$ cat config.mk
export PLATFORM = sky130hd
export DESIGN_NAME = rcv_cu
export DESIGN_NICKNAME = d
export VERILOG_FILES = /design/src/rtl/rcv_pkg.sv /design/src/rtl/rcv_timeout_cnt.sv /design/src/rtl/rcv_cu.sv
export SDC_FILE = /design/constraint.sdc
export NUM_CORES = 1
export LEC_CHECK = 0
export CAP_MARGIN = 25
export CORE_ASPECT_RATIO = 0.5
export CORE_UTILIZATION = 53
export CTS_BUF_LIST = sky130_fd_sc_hd__clkbuf_16
export CTS_CLUSTER_DIAMETER = 40
export DETAILED_ROUTE_END_ITERATION = 6
export GPL_TIMING_DRIVEN = 0
export PLACE_DENSITY = 0.78
export SLEW_MARGIN = 5
export SYNTH_ARGS = -nofsm -noshare
export SYNTH_HDL_FRONTEND = slang
export SYNTH_SLANG_ARGS = --single-unit
export TNS_END_PERCENT = 5
$ cat constraint.sdc
create_clock -name clk -period 2.4 [get_ports clk]
set_input_delay 0.72 -clock clk [delete_from_list [all_inputs] [get_ports clk]]
set_output_delay 0.72 -clock clk [all_outputs]
set_load 0.05 [all_outputs]
$ cat src/rtl/rcv_pkg.sv
// Shared types and widths for the receive-side
// control unit and its timeout counter.
package rcv_pkg;

  localparam int BYTE_W   = 8;
  localparam int SAMPLE_W = 16;

  typedef enum logic [1:0] {
    WAIT_LSB = 2'b00,
    WAIT_MSB = 2'b01,
    HOLD     = 2'b10
  } state_t;

endpackage

$ cat src/rtl/rcv_timeout_cnt.sv
// Inter-byte timeout counter with a registered
// terminal-count flag; shared with the tx watchdog.
module rcv_timeout_cnt #(
  parameter int TIMEOUT_CYCLES = 50000,
  parameter int CNT_W          = 16
) (
  input  logic clk,
  input  logic rst,
  input  logic clr,
  input  logic en,
  output logic expired
);

  localparam logic [CNT_W-1:0] TERM =
    CNT_W'(TIMEOUT_CYCLES - 1);

  logic [CNT_W-1:0] r_cnt;
  logic             r_expired;
  logic [CNT_W-1:0] w_cnt_nxt;

  assign w_cnt_nxt = clr ? '0
                   : r_cnt + CNT_W'(1);

  // expired mirrors (count == TERM) so the FSM sees no adder path
  always_ff @(posedge clk or negedge rst) begin
    if (!rst) begin
      r_cnt     <= '0;
      r_expired <= 1'b0;
    end else if (clr || en) begin
      r_cnt     <= w_cnt_nxt;
      r_expired <= (w_cnt_nxt == TERM);
    end
  end

  assign expired = r_expired;

endmodule

$ cat src/rtl/rcv_cu.sv
// Receive control unit: pairs UART bytes LSB/MSB into
// 16-bit samples for the FIR, flags timeout/overrun.
module rcv_cu
  import rcv_pkg::*;
#(
  parameter int TIMEOUT_CYCLES = 50000,
  parameter int CNT_W          = 16
) (
  input  logic                clk,
  input  logic                rst,
  input  logic                RxD_data_ready,
  input  logic [BYTE_W-1:0]   RxD_data,
  input  logic                FIR_ready,
  input  logic                clr_err,
  output logic [SAMPLE_W-1:0] FIR_in,
  output logic                FIR_valid,
  output logic                overrun,
  output logic                frame_err
);

  state_t r_state;
  state_t w_next;

  logic [BYTE_W-1:0]   r_lsb;
  logic [SAMPLE_W-1:0] r_fir_in;
  logic                r_valid;
  logic                r_overrun;
  logic                r_frame_err;

  logic w_cap_lsb;
  logic w_load;
  logic w_cnt_clr;
  logic w_cnt_en;
  logic w_ovr_set;
  logic w_ferr_set;
  logic w_expired;

  rcv_timeout_cnt #(
    .TIMEOUT_CYCLES (TIMEOUT_CYCLES),
    .CNT_W          (CNT_W)
  ) u_tmo (
    .clk     (clk),
    .rst     (rst),
    .clr     (w_cnt_clr),
    .en      (w_cnt_en),
    .expired (w_expired)
  );

  always_ff @(posedge clk or negedge rst) begin
    if (!rst) r_state <= WAIT_LSB;
    else      r_state <= w_next;
  end

  always_comb begin
    w_next     = r_state;
    w_cap_lsb  = 1'b0;
    w_load     = 1'b0;
    w_cnt_clr  = 1'b0;
    w_cnt_en   = 1'b0;
    w_ovr_set  = 1'b0;
    w_ferr_set = 1'b0;
    unique case (r_state)
      WAIT_LSB: begin
        if (RxD_data_ready) begin
          w_cap_lsb = 1'b1;
          w_cnt_clr = 1'b1;
          w_next    = WAIT_MSB;
        end
      end
      WAIT_MSB: begin
        // a byte on the terminal cycle still wins
        if (RxD_data_ready) begin
          w_load = 1'b1;
          w_next = HOLD;
        end else if (w_expired) begin
          w_ferr_set = 1'b1;
          w_next     = WAIT_LSB;
        end else begin
          w_cnt_en = 1'b1;
        end
      end
      HOLD: begin
        if (FIR_ready) begin
          if (RxD_data_ready) begin
            w_cap_lsb = 1'b1;
            w_cnt_clr = 1'b1;
            w_next    = WAIT_MSB;
          end else begin
            w_next = WAIT_LSB;
          end
        end else if (RxD_data_ready) begin
          w_ovr_set = 1'b1;
        end
      end
      default: w_next = WAIT_LSB;
    endcase
  end

  always_ff @(posedge clk or negedge rst) begin
    if (!rst) begin
      r_lsb       <= '0;
      r_fir_in    <= '0;
      r_valid     <= 1'b0;
      r_overrun   <= 1'b0;
      r_frame_err <= 1'b0;
    end else begin
      r_valid <= (w_next == HOLD);
      if (w_cap_lsb)       r_lsb <= RxD_data;
      else if (w_ferr_set) r_lsb <= '0;
      if (w_load) r_fir_in <= {RxD_data, r_lsb};
      r_overrun   <= w_ovr_set
                   | (r_overrun & ~clr_err);
      r_frame_err <= w_ferr_set
                   | (r_frame_err & ~clr_err);
    end
  end

  assign FIR_in    = r_fir_in;
  assign FIR_valid = r_valid;
  assign overrun   = r_overrun;
  assign frame_err = r_frame_err;

endmodule

== After elaboration in Yosys (flattened, before gate mapping) ==
Index checks and enable logic that the tools add are counted.

* Register bits: 46
* Input bits: 13
* Output and inout bits: 19

* Add/sub/neg operators: 1
* Equal/unequal tests: 4
* Mux-type cells: 21
* Bitwise logic cells: 5
* Reductions and logical operators: 3

{| class="wikitable"
|+ Operator list
! kind !! count
|-
| $add A16 B1 Y16 const B || 1
|-
| $eq A16 B16 Y1 const B || 1
|-
| $mux W16 || 1
|-
| $mux W8 || 2
|-
| $mux W1 || 12
|-
| $mux W2 || 4
|-
| $pmux W2 S3 || 1
|-
| $eq A2 B2 Y1 const B || 2
|-
| $and A1 B1 Y1 || 2
|-
| $eq A2 B1 Y1 const B || 1
|-
| $logic_not A2 Y1 || 1
|-
| $or A1 B1 Y1 || 2
|-
| $pmux W1 S2 || 1
|-
| $reduce_bool A2 Y1 || 1
|-
| $logic_or A1 B1 Y1 || 1
|-
| $not A1 Y1 || 1
|}

== Longest topological paths before layout ==
Gate-level depths: netlist (run 1).

* Word-level depth: 5
* Depth in mapped cells: 8

== By module ==
A second synthesis (run 1) with hierarchy kept.

* Cells, all modules: 197
* Area total of the unflattened synthesis: 2264.7 µm²

{| class="wikitable"
|+ By module, submodules not included
! module !! times used !! cells each !! area each (µm²) !! sequential area each (µm²)
|-
| rcv_cu || 1 || 72 || 1137.3 || 725.7
|-
| rcv_timeout_cnt || 1 || 125 || 1127.3 || 425.4
|}

== Worst setup path before layout (run 1) ==
Ideal clock, no wire load.

* Path kind: input to register
* Start: in RxD_data_ready
* End: reg u_tmo.r_cnt[14]
* Arrival time: 1.940 ns
* Path slack: 0.382 ns
* Stages on the path: 6
* Path buffers: 1
* Cells stage by stage: nor4b_4 > and2_1 > buf_4 > nand4_4 > or3_1 > a21oi_1

* Cells in the longest elaborated chain, start to end: 4
* Elaborated cells on any way between the ends: 7
* Classes of those cells: 6 x mux; 1 x reduce/logical

{| class="wikitable"
|+ Ends and longest elaborated chain
! item !! RTL line !! source
|-
| from (decl) || rcv_cu.sv:11 || <nowiki>input logic RxD_data_ready,</nowiki>
|-
| $mux W1 || rcv_cu.sv:64, rcv_cu.sv:84 ||
|-
| $mux W1 || rcv_cu.sv:83 || <nowiki>if (FIR_ready) begin</nowiki>
|-
| $pmux W1 S2 || rcv_cu.sv:62 || <nowiki>unique case (r_state)</nowiki>
|-
| $mux W16 / $logic_or A1 B1 Y1 (equally long branches) || rcv_timeout_cnt.sv:21, rcv_timeout_cnt.sv:29 ||
|-
| to (signal assigned) || rcv_timeout_cnt.sv:30 || <nowiki>r_cnt <= w_cnt_nxt;</nowiki>
|-
| to (decl) || rcv_timeout_cnt.sv:17 || <nowiki>logic [CNT_W-1:0] r_cnt;</nowiki>
|}

Parallel ways exist; a longest one is shown, timed or not.
A chain may end at the register's enable or synchronous reset.

== Worst setup path in the final report (run 1) ==
* Start: in RxD_data_ready
* End: reg u_tmo.r_expired, in the netlist u_tmo.expired

* Cells in the longest elaborated chain, start to end: 5
* Elaborated cells on any way between the ends: 8
* Classes of those cells: 1 x eq/ne; 6 x mux; 1 x reduce/logical

{| class="wikitable"
|+ Ends and longest elaborated chain
! item !! RTL line !! source
|-
| $mux W1 || rcv_cu.sv:64, rcv_cu.sv:84 ||
|-
| $mux W1 || rcv_cu.sv:83 ||
|-
| $pmux W1 S2 || rcv_cu.sv:62 ||
|-
| $mux W16 || rcv_timeout_cnt.sv:21 || <nowiki>assign w_cnt_nxt = clr ? '0</nowiki>
|-
| $eq A16 B16 Y1 || rcv_timeout_cnt.sv:31 || <nowiki>r_expired <= (w_cnt_nxt == TERM);</nowiki>
|-
| to (signal assigned) || rcv_timeout_cnt.sv:31 ||
|-
| to (decl) || rcv_timeout_cnt.sv:18 || <nowiki>logic r_expired;</nowiki>
|}

Parallel ways exist; a longest one is shown, timed or not.

==> results of run 1 <==
-- stage by stage --
stage          power (W)  setup WS (ps)
2_1_floorplan    0.00199            382
3_3_place_gp     0.00239           -598
3_5_place_dp     0.00243           -382
4_1_cts          0.00312            117
5_1_grt          0.00323           59.2
6_report         0.00310            166
-- layout make-up --
cell class / instances / area, sq um
Timing Repair Buffer: 32 / 324
Fill cell: 277 / 973
Clock buffer: 5 / 125
Sequential cell: 46 / 1150
Multi-Input combinational cell: 128 / 921
Tap cell: 51 / 63.8
Clock inverter: 3 / 21.3
Buffer: 11 / 61.3
Inverter: 5 / 18.8
-- critical path, delay by kind of cell --
family | cells | cell delay, ps
compound gates | 1 | 370
buf+inv | 1 | 300
simple gates | 4 | 1020
-- per-layer routing --
metal	up-vias	part of all wire	global-route usage
li1	755	-	-
met1	770	0.48	0.270
met2	28	0.46	0.379
met3	7	0.041	0.0761
met4	0	0.014	0.0938
met5	-	0	0
-- timing repair --
| item | CTS | global route |
|---|---|---|
| resized for setup | 1 | 2 |
| setup endpoints to repair | 3 | 6 |
| pin swaps | 1 | 0 |
-- cells in the final DEF (no fill, tap or decap), drive strengths merged, types with 6 or more instances in the layout --
cell type      Yosys  final
mux2              16     16
buf                6      8
o21ai              9      9
clkbuf             5     10
a22o               8      8
xor2               6      6
nor2              15     15
nand2             13     13
clkdlybuf4s50      0     29
dfrtp             46     46
xnor2              7      7
nand4              7      7
-- power groups by stage --
stage          logic (W)  registers, W  clock network (W)
5_1_grt          0.00133       0.00118           0.000718
4_1_cts          0.00128       0.00115           0.000692
3_5_place_dp     0.00127       0.00116                  0
6_report         0.00127       0.00115           0.000684
2_1_floorplan   0.000360       0.00163                  0
3_3_place_gp     0.00125       0.00115                  0
-- worst paths after layout --
path	startpoint	to	slack (ps)	cells past startpoint
min in group clk	r_lsb[5]	r_lsb[5]	500	1
worst min-delay path	rst	u_tmo.r_cnt[6]	320	1
worst max-delay path	RxD_data_ready	u_tmo.expired	170	6
max in group asynchronous	rst	FIR_in[3]	1610	2
worst max register to register	u_tmo.r_cnt[0]	u_tmo.expired	170	6
worst min register to register	r_lsb[5]	r_lsb[5]	500	1
-- sequential cells by signal, indices dropped and copies added (netlist names) --
name / cells
frame_err: 1
overrun: 1
u_tmo.r_cnt: 16
FIR_valid: 1
FIR_in: 16
u_tmo.expired: 1
r_state: 2
r_lsb: 8
-- cells in the mapped netlist (2+ instances only) --
cell type	number	share of area
a21oi_1	5	0.012
a22o_1	8	0.033
and2_1	2	0.0058
and3_1	4	0.012
and4_1	2	0.0081
buf_2	2	0.0047
buf_4	4	0.014
clkbuf_1	4	0.0070
dfrtp_1	46	0.54
inv_1	5	0.0087
mux2_2	16	0.084
nand2_1	13	0.023
nand2b_1	3	0.0087
nand3_1	3	0.0070
nand4_1	6	0.017
nand4b_1	2	0.0081
nor2_1	15	0.026
nor2b_1	2	0.0058
nor3_1	4	0.0093
o21ai_0	9	0.021
or3_1	3	0.0087
xnor2_1	7	0.029
xor2_1	6	0.024
-- cell families after synthesis --
logic type | Yosys count | synth area share
xor gates and xnor gates | 13 | 0.0529
DFF | 46 | 0.535
muxes | 17 | 0.0884
buffers and inverters | 16 | 0.0366
AOI/OAI and AO/OA | 30 | 0.0960
and+or+nand+nor | 67 | 0.185
adders and majority gates | 1 | 0.00582
==> impl_metrics.env, run 1 <==
export IMPL_run_status="finished, final reports clean"
export IMPL_antenna_found_initial=0
export IMPL_portBuffers=31
export IMPL_htree_num_levels=2
export IMPL_critPathMaxFanout=4
export IMPL_final_setup_tns_ps=0
export IMPL_critPathKind="in2reg"
export IMPL_yosysSeqAreaShare=0.535
export IMPL_sequentialPowerShare=0.370
export IMPL_synth_ff_type="dfrtp_1"
export IMPL_hpwl_um=3030
export IMPL_vias=1560
export IMPL_syn_cell_area_sq_um=2150
export IMPL_cts_tree="done"
export IMPL_drc=0
export IMPL_critPathArrivalTime_ps=2410
export IMPL_required_ps=2580
export IMPL_synthCells=190
export IMPL_hold_viol=0
export IMPL_intPower_w=0.00188
export IMPL_fp_dieH_um=47.0
export IMPL_cts_root_buf="clkbuf_16"
export IMPL_place_gp_congestion=0.787
export IMPL_p_per_area_nw_per_um2=1150
export IMPL_cp_start_kind="input pin"
export IMPL_viasPerCell=5.55
export IMPL_hp_class="in2async"
export IMPL_critPathMaxStageDelay_ps=370
export IMPL_place_area_sq_um=2540
export IMPL_worst_pin_slew_ps=736
export IMPL_ys_warn_count=0
export IMPL_path_clk_slew_ps=60
export IMPL_clock_skew_ps=2.07
export IMPL_drt_first_pass_iters=4
export IMPL_peakVddDrop_uv=811
export IMPL_critPathCaptureType="flop"
export IMPL_grt_overflow=0
export IMPL_n_antenna_cell=0
export IMPL_p_switching_w=0.00122
export IMPL_grt_first_pass_wirelength_um=7040
export IMPL_layout_drive_gt1_share=0.161
export IMPL_post_cts_setup_buffers=0
export IMPL_rows=15
export IMPL_area_growth_pct=24.9
export IMPL_synth_nets=204
export IMPL_fin_cells=281
export IMPL_start_util=0.588
export IMPL_grt_pass1_vias=1491
export IMPL_clock_latency_ps=290
export IMPL_yosysUniqueCellTypes=42
export IMPL_fin_hold_ws_ps=315
export IMPL_grt_usage=0.222
export IMPL_clock_fmax_mhz=448
export IMPL_clkPwrFrac=0.221
export IMPL_p_comb_frac=0.409
export IMPL_fin_nets=243
export IMPL_cts_buffers=5
export IMPL_synth_seq_cells=46
export IMPL_ant_nets=0
export IMPL_setup_violations=0
export IMPL_async_flop_share=1.00
export IMPL_first_iter_violations=50
export IMPL_period_share=0.931
export IMPL_drt_wirelength_per_cell_um=15.5
export IMPL_crit_slowest_cell="o41ai_1"
export IMPL_maxCapViolations=0
export IMPL_fin_area_sq_um=2690
export IMPL_period_needed_ps=2230
export IMPL_synth_edff_count=0
export IMPL_clock_sinks=46
export IMPL_cp_cell_sequence="dlygate4sd2_1 -> nor3b_1 -> nand2b_1 -> nor4_1 -> nand4_1 -> o41ai_1"
export IMPL_die_w_um=92.1
export IMPL_grt_max_degree=36
export IMPL_rsz0062_at_grt="false"
export IMPL_io_pins=32
export IMPL_p_sw_frac=0.393
export IMPL_cts_buffer_depth=2
export IMPL_post_route_util=0.734
export IMPL_syn_area_per_cell_sq_um=11.3
export IMPL_slew_headroom=0.509
export IMPL_drv_slew=0
export IMPL_wl_um=4350
export IMPL_dpl_cell_count=273
export IMPL_p_leak_nw=1.17
export IMPL_core_area_sq_um=3660
export IMPL_die_area_sq_um=4330
export IMPL_cts_hold_fix_buffers=0
(Power assumes the default switching activity.)
==> inputs of run 2 (changes only) <==
--- a/config.mk
+++ b/config.mk
@@ -13,6 +13,8 @@
 export DETAILED_ROUTE_END_ITERATION = 6
 export GPL_TIMING_DRIVEN = 0
 export PLACE_DENSITY = 0.78
+export REMOVE_ABC_BUFFERS = 1
+export SKIP_CTS_REPAIR_TIMING = 1
 export SLEW_MARGIN = 5
 export SYNTH_ARGS = -nofsm -noshare
 export SYNTH_HDL_FRONTEND = slang
==> run 2 against run 1 <==
Against the previous run: critical path type unchanged; largest power group unchanged; non-clock buffer count fell by 7; count of clock-buffer cells in the layout did not move; total power rose by 3.7%; cell count fell by 2.5%; hold slack improved by 120 ps; final area rose by 1.3%; utilization rose by 0.92 points; combinational power barely moved; critical endpoint is now r_lsb[6]; global-route usage fell by 0.067 points.
==> impl_metrics.env, run 2 (synthesized netlist as in run 1, its figures left out) <==
export IMPL_drt_wirelength_per_cell_um=15.8
export IMPL_grt_first_pass_wirelength_um=7040
export IMPL_hold_viol=0
export IMPL_grt_usage=0.221
export IMPL_die_area_sq_um=4330
export IMPL_hp_class="in2async"
export IMPL_critPathArrivalTime_ps=2470
export IMPL_sequentialPowerShare=0.363
export IMPL_period_needed_ps=2260
export IMPL_io_pins=32
export IMPL_p_per_area_nw_per_um2=1180
export IMPL_p_sw_frac=0.377
export IMPL_first_iter_violations=83
export IMPL_critPathMaxStageDelay_ps=590
export IMPL_wl_um=4330
export IMPL_fin_nets=236
export IMPL_intPower_w=0.00200
export IMPL_path_clk_slew_ps=60
export IMPL_ant_nets=0
export IMPL_clock_skew_ps=3.43
export IMPL_period_share=0.940
export IMPL_grt_pass1_vias=1484
export IMPL_regArea_sq_um=1150
export IMPL_final_cell_mix="dfrtp_1 (46), clkdlybuf4s50_1 (29), mux2_2 (16)"
export IMPL_cts_root_buf="clkbuf_16"
export IMPL_start_util=0.588
export IMPL_required_ps=2620
export IMPL_design_power_total_w=0.00322
export IMPL_slew_headroom=0.457
export IMPL_critPathCaptureType="flop"
export IMPL_antenna_found_initial=0
export IMPL_cts_tree="done"
export IMPL_peakVddDrop_uv=777
export IMPL_cts_buffer_depth=2
export IMPL_clock_latency_ps=280
export IMPL_layout_drive_gt1_share=0.161
export IMPL_crit_slowest_cell="a21oi_1"
export IMPL_viasPerCell=5.72
export IMPL_clock_sinks=46
export IMPL_p_comb_frac=0.397
export IMPL_die_w_um=92.1
export IMPL_n_antenna_cell=0
export IMPL_multiInputGateArea_sq_um=947
export IMPL_mostFrequentLayoutCell="dfrtp_1"
export IMPL_grtUsageMet2=0.370
export IMPL_hpwl_um=2890
export IMPL_met1_usage=0.281
export IMPL_critPathLaunch="FIR_ready"
export IMPL_fin_hold_ws_ps=440
export IMPL_clock_fmax_mhz=443
export IMPL_place_gp_congestion=0.828
export IMPL_area_growth_pct=26.5
export IMPL_grt_max_degree=26
export IMPL_critPathKind="in2reg"
export IMPL_run_status="finished, final reports clean"
export IMPL_rsz0062_at_grt="false"
export IMPL_critPathMaxFanout=18
export IMPL_fillerInstances=244
export IMPL_grt_overflow=0
export IMPL_vias=1567
export IMPL_cp_start_kind="input pin"
export IMPL_rows=15
export IMPL_grt_use_met3=0.0647
export IMPL_worst_pin_slew_ps=813
export IMPL_cts_buffers=5
export IMPL_maxCapViolations=0
export IMPL_portBuffers=31
export IMPL_core_area_sq_um=3660
export IMPL_p_leak_nw=1.18
export IMPL_htree_num_levels=2
export IMPL_drc=0
export IMPL_r2r_start="u_tmo.r_cnt[0]"
export IMPL_cp_cell_sequence="clkdlybuf4s50_1 -> nand2b_1 -> nor3b_4 -> buf_8 -> a21oi_1 -> a22o_1"
export IMPL_drv_slew=0
export IMPL_p_switching_w=0.00121
export IMPL_fp_dieH_um=47.0
export IMPL_setup_violations=0
export IMPL_drt_first_pass_iters=4
export IMPL_grt_busiest_layer="met2"
export IMPL_clkPwrFrac=0.240
## run 2: through the flow
| step | std cells | TNS, ps | utilization | setup WS [ps] | area (sq um) |
|---|---|---|---|---|---|
| floorplan | 179 | 0 | - | 100 | 2090 |
| global placement | 261 | -50890 | 0.674 | -1240 | 2460 |
| detailed placement | 263 | -7880 | 0.685 | -471 | 2510 |
| CTS | 271 | -357 | 0.731 | -160 | 2680 |
| global route | 274 | 0 | 0.743 | 35.6 | 2720 |
| finish | 274 | 0 | 0.743 | 145 | 2720 |
## run 2: area by class of cell
class | instances | share of cell area
inverters | 5 | 0.00690
repair buffers | 36 | 0.137
multi-input cells | 128 | 0.348
clock buffers | 5 | 0.0460
well taps | 51 | 0.0235
flip-flops and latches | 46 | 0.423
clock inverters | 3 | 0.0152
## run 2: path summary, 6_finish.rpt
path | end | cells past startpoint | slack [ps]
max in group asynchronous | u_tmo.r_cnt[14] | 2 | 1440
worst max-delay path | r_lsb[6] | 6 | 140
worst min register to register | r_lsb[7] | 1 | 500
min in group clk | r_lsb[7] | 1 | 500
worst max register to register | u_tmo.expired | 5 | 400
worst min-delay path | FIR_in[11] | 1 | 440
## run 2: power groups by stage
stage / Sequential (W) / Clock (W) / Combinational, W
final: 0.00117 / 0.000773 / 0.00128
after global placement: 0.00116 / 0 / 0.00121
after floorplan: 0.00164 / 0 / 0.000337
after CTS: 0.00117 / 0.000781 / 0.00127
after detailed placement: 0.00117 / 0 / 0.00126
after global routing: 0.00120 / 0.000813 / 0.00134
## run 2: metal layers
| metal | vias up | wire length [um] |
|---|---|---|
| met5 | - | 0 |
| met4 | 0 | 54 |
| met1 | 763 | 1990 |
| li1 | 749 | - |
| met2 | 47 | 2070 |
| met3 | 8 | 216 |
## run 2: critical path: cells and delay by family
| family | cells | cell delay, ps |
|---|---|---|
| buffers and inverters | 2 | 550 |
| and+or+nand+nor | 2 | 360 |
| AOI/OAI and AO/OA | 2 | 830 |
==> inputs of run 3 (changes only) <==
--- a/config.mk
+++ b/config.mk
@@ -5,6 +5,7 @@
 export SDC_FILE = /design/constraint.sdc
 export NUM_CORES = 1
 export LEC_CHECK = 0
+export ABC_CLOCK_PERIOD_IN_PS = 2400
 export CAP_MARGIN = 25
 export CORE_ASPECT_RATIO = 0.5
 export CORE_UTILIZATION = 53
==> results of run 3 <==
Same layout as run 2: the final DEF is identical, and so are final timing and power.
